**config.mk**
```make
export PLATFORM = sky130hd
export DESIGN_NAME = seg7_scan_display_flat
export DESIGN_NICKNAME = d
export VERILOG_FILES = /design/src/rtl/seg7_scan_display_if.sv /design/src/rtl/seg7_scan_display.sv /design/src/flat_wrapper.sv
export SDC_FILE = /design/constraint.sdc
export NUM_CORES = 1
export LEC_CHECK = 0
export CELL_PAD_IN_SITES_DETAIL_PLACEMENT = 0
export CELL_PAD_IN_SITES_GLOBAL_PLACEMENT = 2
export CORE_UTILIZATION = 30
export CTS_CLUSTER_SIZE = 12
export DETAILED_ROUTE_END_ITERATION = 7
export PLACE_DENSITY = 0.81
export SETUP_SLACK_MARGIN = 0.15
export SKIP_CTS_REPAIR_TIMING = 1
export SLEW_MARGIN = 20
export SYNTH_ARGS = -nofsm -noshare
export SYNTH_HDL_FRONTEND = slang
export SYNTH_SLANG_ARGS = --single-unit
```
**constraint.sdc**
```tcl
create_clock -name clk -period 5.9 [get_ports clk]
set_input_delay 0.59 -clock clk [delete_from_list [all_inputs] [get_ports clk]]
set_output_delay 0.59 -clock clk [all_outputs]
set_load 0.02 [all_outputs]
```
**src/rtl/seg7_scan_display_if.sv**
```systemverilog
// Load/status bundle between a datapath result register
// and the seg7_scan_display driver.
interface seg7_scan_display_if #(
  parameter int DATA_W = 8
);
  logic [DATA_W-1:0] data;
  logic              load;
  logic              hex_mode;
  logic              busy;
  logic              overflow;

  modport master (
    output data, load, hex_mode,
    input  busy, overflow
  );

  modport slave (
    input  data, load, hex_mode,
    output busy, overflow
  );
endinterface

```
**src/rtl/seg7_scan_display.sv**
```systemverilog
// Multiplexed common-anode 7-segment driver with
// iterative double-dabble conversion or raw hex pass-through.
module seg7_scan_display #(
  parameter int DATA_W      = 8,
  parameter int DIGITS      = 4,
  parameter int REFRESH_DIV = 2000,
  parameter int BLANK_LZ    = 1
) (
  input  logic                clk,
  input  logic                rst,
  seg7_scan_display_if.slave  bus,
  input  logic [DIGITS-1:0]   dp_in,
  output logic [DIGITS-1:0]   an,
  output logic [6:0]          seg,
  output logic                dp
);

  localparam int BW  = DIGITS * 4;
  localparam int DVW = $clog2(REFRESH_DIV);
  localparam int IW  = (DIGITS > 1) ? $clog2(DIGITS) : 1;
  localparam int CW  = $clog2(DATA_W + 1);

  function automatic logic [63:0] pow10(input int n);
    logic [63:0] r;
    r = 64'd1;
    for (int k = 0; k < n; k++) r = r * 64'd10;
    return r;
  endfunction

  localparam logic [63:0] LIMIT = pow10(DIGITS);

  function automatic logic [6:0] hex7(input logic [3:0] v);
    logic [6:0] s;
    case (v)
      4'h0: s = 7'b0000001;
      4'h1: s = 7'b1001111;
      4'h2: s = 7'b0010010;
      4'h3: s = 7'b0000110;
      4'h4: s = 7'b1001100;
      4'h5: s = 7'b0100100;
      4'h6: s = 7'b0100000;
      4'h7: s = 7'b0001111;
      4'h8: s = 7'b0000000;
      4'h9: s = 7'b0000100;
      4'hA: s = 7'b0001000;
      4'hB: s = 7'b1100000;
      4'hC: s = 7'b0110001;
      4'hD: s = 7'b1000010;
      4'hE: s = 7'b0110000;
      default: s = 7'b0111000;
    endcase
    return s;
  endfunction

  typedef enum logic [1:0] {IDLE, SHIFT, COMMIT} st_t;

  st_t              st_q, st_d;
  logic [DVW-1:0]   div_q, div_d;
  logic [IW-1:0]    idx_q, idx_d;
  logic             scan_q, scan_d;
  logic             busy_q, busy_d;
  logic             ovf_q, ovf_d;
  logic             flag_q, flag_d;
  logic [DATA_W-1:0] sh_q, sh_d;
  logic [BW-1:0]    bcd_q, bcd_d;
  logic [CW-1:0]    cnt_q, cnt_d;
  logic [BW-1:0]    disp_q, disp_d;

  logic             tick;
  logic [BW-1:0]    adj;
  logic [DIGITS-1:0] lz;
  logic             nz;
  logic [3:0]       dig;

  // Refresh divider; the first tick turns the scan on at digit 0.
  always_comb begin
    div_d  = div_q;
    idx_d  = idx_q;
    scan_d = scan_q;
    tick   = (div_q == DVW'(REFRESH_DIV - 1));
    if (tick) begin
      div_d  = '0;
      scan_d = 1'b1;
      if (scan_q)
        idx_d = (idx_q == IW'(DIGITS - 1)) ? '0 : idx_q + 1'b1;
    end else begin
      div_d = div_q + 1'b1;
    end
  end

  // Load handling and one double-dabble step per SHIFT cycle.
  always_comb begin
    st_d   = st_q;
    busy_d = busy_q;
    ovf_d  = ovf_q;
    flag_d = flag_q;
    sh_d   = sh_q;
    bcd_d  = bcd_q;
    cnt_d  = cnt_q;
    disp_d = disp_q;
    adj    = bcd_q;
    unique case (st_q)
      IDLE: begin
        if (bus.load) begin
          if (bus.hex_mode) begin
            disp_d = BW'(bus.data);
            ovf_d  = 1'b0;
          end else begin
            sh_d   = bus.data;
            bcd_d  = '0;
            cnt_d  = '0;
            flag_d = (64'(bus.data) >= LIMIT);
            busy_d = 1'b1;
            st_d   = SHIFT;
          end
        end
      end
      SHIFT: begin
        for (int k = 0; k < DIGITS; k++)
          if (adj[4*k +: 4] >= 4'd5)
            adj[4*k +: 4] = adj[4*k +: 4] + 4'd3;
        {bcd_d, sh_d} = {adj, sh_q} << 1;
        cnt_d = cnt_q + 1'b1;
        if (cnt_q == CW'(DATA_W - 1))
          st_d = COMMIT;
      end
      COMMIT: begin
        disp_d = bcd_q;
        ovf_d  = flag_q;
        busy_d = 1'b0;
        st_d   = IDLE;
      end
      default: st_d = IDLE;
    endcase
  end

  // State registers with synchronous reset.
  always_ff @(posedge clk) begin
    if (rst) begin
      st_q   <= IDLE;
      div_q  <= '0;
      idx_q  <= '0;
      scan_q <= 1'b0;
      busy_q <= 1'b0;
      ovf_q  <= 1'b0;
      flag_q <= 1'b0;
      sh_q   <= '0;
      bcd_q  <= '0;
      cnt_q  <= '0;
      disp_q <= '0;
    end else begin
      st_q   <= st_d;
      div_q  <= div_d;
      idx_q  <= idx_d;
      scan_q <= scan_d;
      busy_q <= busy_d;
      ovf_q  <= ovf_d;
      flag_q <= flag_d;
      sh_q   <= sh_d;
      bcd_q  <= bcd_d;
      cnt_q  <= cnt_d;
      disp_q <= disp_d;
    end
  end

  // Render the active digit: dash, blank, or glyph.
  always_comb begin
    lz  = '0;
    nz  = 1'b0;
    for (int k = DIGITS - 1; k >= 0; k--) begin
      nz    = nz | (disp_q[4*k +: 4] != 4'd0);
      lz[k] = !nz && (k != 0);
    end
    dig = disp_q[4*idx_q +: 4];
    an  = '1;
    seg = 7'b1111111;
    dp  = 1'b1;
    if (scan_q) begin
      an = ~(DIGITS'(1) << idx_q);
      dp = ~dp_in[idx_q];
      if (ovf_q)
        seg = 7'b1111110;
      else if (BLANK_LZ != 0 && lz[idx_q])
        seg = 7'b1111111;
      else
        seg = hex7(dig);
    end
  end

  assign bus.busy     = busy_q;
  assign bus.overflow = ovf_q;

endmodule

```
**src/flat_wrapper.sv**
```systemverilog
// flat-port wrapper written by rule: the top's interface ports become plain ports
module seg7_scan_display_flat 
#(
  parameter int DATA_W      = 8,
  parameter int DIGITS      = 4,
  parameter int REFRESH_DIV = 2000,
  parameter int BLANK_LZ    = 1
)
  (clk, rst, dp_in, an, seg, dp, bus_data, bus_load, bus_hex_mode, bus_busy, bus_overflow);
  seg7_scan_display_if #(.DATA_W(DATA_W)) bus_i ();
  input  logic clk;
  input  logic rst;
  input  logic [DIGITS-1:0] dp_in;
  output logic [DIGITS-1:0] an;
  output logic [6:0] seg;
  output logic dp;
  input wire logic [$bits(bus_i.data)-1:0] bus_data;
  input wire logic [$bits(bus_i.load)-1:0] bus_load;
  input wire logic [$bits(bus_i.hex_mode)-1:0] bus_hex_mode;
  output wire logic [$bits(bus_i.busy)-1:0] bus_busy;
  output wire logic [$bits(bus_i.overflow)-1:0] bus_overflow;
  assign bus_i.data = bus_data;
  assign bus_i.load = bus_load;
  assign bus_i.hex_mode = bus_hex_mode;
  assign bus_busy = bus_i.busy;
  assign bus_overflow = bus_i.overflow;
  seg7_scan_display #(.DATA_W(DATA_W), .DIGITS(DIGITS), .REFRESH_DIV(REFRESH_DIV), .BLANK_LZ(BLANK_LZ)) u_core (.clk(clk), .rst(rst), .bus(bus_i), .dp_in(dp_in), .an(an), .seg(seg), .dp(dp));
endmodule
```
## After elaboration in Yosys (flattened, before gate mapping)

Memories as Yosys holds them, arrays and structs flattened.
Index checks and enable logic that the tools add are counted.

| word-level totals | value |
|---|---|
| memories kept | 1 |
| logic and storage cells | 89 |
| register bits after elaboration | 62 |
| output and inout bits | 14 |
| memory bits (read-only) | 112 |
| input port bits | 16 |

| operators by class | value |
|---|---|
| magnitude comparators | 5 |
| multiplexer cells | 36 |
| eq/ne operators | 9 |
| reduce and logical (&&, ||, !) cells | 15 |
| add/subtract/negate cells | 7 |
| bitwise gates (word level) | 4 |
| shift operators | 2 |

Memories:

| name | words | bits a word | read ports | clocked after memory_dff | wr ports | line | text |
|---|---|---|---|---|---|---|---|
| (no name shown) | 16 | 7 | 1 | 0 | 0 | seg7_scan_display.sv:34 | `case (v)` |

Operators with widths:

| kind | count |
|---|---|
| $mux W16 | 4 |
| $pmux W16 S2 | 2 |
| $mux W4 | 6 |
| $mux W7 | 3 |
| $ge A4 B3 Y1 const B | 4 |
| $mux W8 | 2 |
| $pmux W8 S2 | 1 |
| $shiftx A16 B5 Y4 | 1 |
| $add A4 B2 Y4 const B | 3 |
| $reduce_and A3 Y1 | 4 |
| $reduce_bool A4 Y1 | 3 |
| $add A11 B1 Y11 const B | 1 |
| $eq A11 B11 Y1 const B | 1 |
| $mux W2 | 4 |
| $pmux W4 S2 | 1 |
| $mux W1 | 7 |
| $ne A2 B2 Y1 const B | 3 |
| $add A4 B1 Y4 const B | 1 |
| $bmux W1 S2 | 2 |
| $eq A2 B2 Y1 const B | 2 |
| $eq A4 B3 Y1 const B | 1 |
| $not A4 Y4 | 1 |
| $pmux W1 S2 | 2 |
| $pmux W2 S2 | 1 |
| 14 further kinds | 18 |

## Logic depth before layout (Yosys ltp)

| depth | value |
|---|---|
| depth after elaboration | 9 |
| mapped depth | 7 |
| depth with buffers taken out | 7 |

## Worst setup path after synthesis

OpenSTA, ideal clock, no wires.

| timing | value |
|---|---|
| path type | register to output |
| start | reg u_core.idx_q[0] |
| end | out seg[3] |
| setup slack | 3.204 ns |
| arrival | 2.106 ns |
| data required time | 5.310 ns |
| stages on the path, launching flop included | 8 |
| path buffers | 1 |
| path through | dfxtp_1 -> buf_2 -> mux4_2 -> inv_1 -> ha_1 -> inv_1 -> mux4_2 -> nand2b_1 |

| on the way | value |
|---|---|
| longest elaborated chain between the ends | 5 |
| elaborated cells between the ends (all ways) | 7 |
| classes of those cells | shift (1); mux (5); memory (1) |

Ends and longest elaborated chain:

| element | line | text |
|---|---|---|
| from (decl) | seg7_scan_display.sv:59 | `logic [IW-1:0] idx_q, idx_d;` |
| from (signal assigned) | seg7_scan_display.sv:154 | `idx_q <= idx_d;` |
| $shiftx A16 B5 Y4 or $bmux W1 S2 (tied branches) | seg7_scan_display.sv:174, seg7_scan_display.sv:183 |  |
| $mem_v2 Z16 W7 or $mux W1 (tied branches) | - |  |
| $mux W7 (*) | seg7_scan_display.sv:183 | `else if (BLANK_LZ != 0 && lz[idx_q])` |
| $mux W7 (*) | seg7_scan_display.sv:181 | `if (ovf_q)` |
| $mux W7 (*) | seg7_scan_display.sv:178 | `if (scan_q) begin` |
| to (decl) | flat_wrapper.sv:15 | `output logic [6:0] seg;` |

Every way passes the cells marked *; elsewhere a longest branch is shown, timed or not. The select of a mux whose other input is x is not followed.

## Worst setup path in the final report

Same ends and word-level chain as after synthesis.

==> flow_summary.yaml <==
worst_setup_path:
  path_buf_inv: 3
  end_kind: "primary output"
  critical_path_class: "reg -> out"
  slowest_stage: "mux4_2"
  cp.depth: 7
  path_max_fanout: 12
  critPathMaxStageDelay_ps: 640
  worstPathArrival_ps: 3070
  cp_cell_sequence: "mux4_2 -> inv_1 -> ha_1 -> inv_1 -> mux4_2 -> nand2b_1 -> clkdlybuf4s50_1"
  reg2reg_from: "u_core.st_q[1]"
  critPathLaunchType: "flip-flop"
  worstPathRequired_ps: 5310
  reg2reg_setup_slack_ps: 4280
  rr_endpoint: "u_core.disp_q[3]"
  critical_path.top_delay_family: "multiplexers"
  r2r_cells: 4
timing:
  worst_pin_slew_ps: 1020
  max_freq_mhz: 273
  tns_ps: 0
  rsz0062_at_grt: "no"
  min_period_over_period_pct: 62.1
  hold_viol_final: 0
  slew_violations: 0
  skew_ps: 12.3
  slew_headroom_pct: 32.2
  final.min_clock_period_ps: 3660
  setup-violations-final: 0
grt:
  grt_max_degree: 54
  grt_pass1_wl_mm: 11.9
  grt_pass1_vias: 2433
  grt_use_total_pct: 13.4
  antenna_found_initial: 0
  grt_overflow: 0
layout:
  final_util_pct: 36.8
  antennaDiodeCount: 0
  area_growth_pct: 19.0
  mostFrequentLayoutCells: "dfxtp_1, nor2_1, clkdlybuf4s50_1"
  final_nets: 416
  layout_commonest_cell: "dfxtp_1"
  drive_gt1_share_pct: 8.05
routing:
  ant_nets: 0
  postRouteWirelength_mm: 6.84
  via_per_inst: 4.96
  drcViolationCount: 0
  first_pass_iters: 5
  post_drt_wl_per_cell_um: 13.1
  route.vias.total: 2585
  drt-initial-drc-count: 165
clock_tree:
  tritoncts: "built"
  clkSinkCount: 61
  htreeDepth: 3
  clk_pin_slew_ps: 70
  cts_max_path_buffers: 2
  worstSkewPairLatency_ps: 330
  cts_root_buf: "clkbuf_8"
  cts_buffers: 9
hold_path:
  hp-class: "reg -> reg"
  hold_start: "u_core.div_q[0]"
  worstHoldEndpoint: "u_core.div_q[0]"
  hold_path_depth: 1
yosys:
  postSynthAreaPerCell_um2: 8.86
  yosysTopAreaCellShare_pct: 38.3
  seq_area_frac_synth_pct: 38.3
  synth_edf_count: 0
  synthFlopType: "dfxtp_1"
  ys_ff_latch: 61
  async_reset_ff_share_pct: 0
  ys_top_cells_by_area: "dfxtp_1, ha_1, nor2_1"
  syn-num-nets: 396
  synthCells: 360
  yosys_warnings: 0
  synth.cell_area_mm2: 0.00319
  yosys.area.top_type: "dfxtp_1"
  ys_types: 43
power_and_ir_drop:
  max-vdd-ir-drop_uv: 120
  p_int_w: 0.000717
  p_sw_w: 0.000220
  powerDensity_mw_per_mm2: 247
  switching_share_pct: 23.4
  seq_power_share_pct: 45.9
  clkPwrFrac_pct: 45.3
  combinationalPowerShare_pct: 8.7
  leakage_nw: 1.37
place:
  routabilityCongestion: 0.790
  portBuffers: 28
  dp_hpwl_mm: 4.75
die:
  die_w_um: 105
  start_util_pct: 30.9
  core_area_mm2: 0.0103
  io_pins: 30
  row_count: 37
  dieArea_mm2: 0.0110
  die_h_um: 105
outcome:
  status: "finished, final reports clean"
flow_run:
  cap_viol_max_count: 0
-- state kept, by name (all words and copies together) (netlist names) --
| register | cells |
|---|---|
| u_core.div_q | 11 |
| u_core.st_q | 2 |
| u_core.bcd_q | 16 |
| u_core.disp_q | 16 |
| u_core.cnt_q | 4 |
| u_core.sh_q | 8 |
| u_core.bus.busy | 1 |
| u_core.idx_q | 2 |
| u_core.scan_q | 1 |
-- power by group through the flow --
stage                     Sequential [W]  Combinational [W]  Clock, W
after floorplan                 0.000438          0.0000568         0
after global placement          0.000440          0.0000820         0
after detailed placement        0.000440          0.0000821         0
after CTS                       0.000430          0.0000825  0.000440
after global routing            0.000432          0.0000906  0.000462
final                           0.000430          0.0000819  0.000425
-- Yosys cell counts (4+ instances only) --
master / instances
mux4_2: 7
and3_1: 5
nor2_1: 58
o21ai_0: 8
ha_1: 20
inv_1: 15
nand2_1: 23
o211ai_1: 7
a211oi_1: 8
a22oi_1: 16
xor2_1: 6
buf_2: 4
a21oi_1: 18
nand2b_1: 7
dfxtp_1: 61
nand3_1: 10
mux2i_1: 11
clkbuf_1: 15
xnor2_1: 15
nor3_1: 8
a222oi_1: 6
-- stage by stage --
| stage | setup WS (ps) | std cells | hold slack [ps] | total power, W | area [um2] |
|---|---|---|---|---|---|
| global placement | 2620 | 505 | 426 | 0.000522 | 3560 |
| CTS | 2200 | 521 | 451 | 0.000953 | 3790 |
| finish | 2240 | 521 | 444 | 0.000937 | 3790 |
| floorplan | 3200 | 360 | 413 | 0.000494 | 3190 |
| global route | 2030 | 521 | 460 | 0.000985 | 3790 |
| detailed placement | 2570 | 505 | 435 | 0.000522 | 3560 |
-- metal layers --
metal / vias up / track usage (%) / share of wire, %
li1: 1310 / - / -
met1: 1220 / 18.1 / 50
met2: 47 / 20.7 / 45
met3: 8 / 1.75 / 2.7
met4: 0 / 7.24 / 1.7
met5: - / 0 / 0
-- worst max path at each step --
stage | from | end
floorplan | u_core.idx_q[0] | seg[3]
global placement | u_core.idx_q[0] | seg[3]
detailed placement | u_core.idx_q[0] | seg[3]
CTS | u_core.idx_q[0] | seg[3]
global route | u_core.idx_q[0] | seg[3]
finish | u_core.idx_q[0] | seg[3]
-- worst register-to-register path, delay by kind of cell (launching register included) --
family          cells  cell delay [ps]
simple gates        2              740
flops               1              440
compound gates      2              340
-- logic make-up after synthesis --
group	Yosys count	synth area share [%]
compound gates	73	15.8
xor+xnor	21	5.77
fa+ha+maj	20	7.85
buf+inv	37	4.87
flops	61	38.3
mux	18	8.40
other cells	1	0.118
simple gates	129	18.9
-- final cells by class --
| type | instances | area [um2] |
|---|---|---|
| flip-flops and latches | 61 | 1220 |
| well taps | 136 | 170 |
| fillers | 1069 | 6530 |
| clock inverters | 5 | 82.6 |
| inverters | 15 | 56.3 |
| multi-input cells | 262 | 1820 |
| clock buffers | 11 | 151 |
| repair buffers | 31 | 298 |
Note: power is estimated with default switching activity, not from simulation.
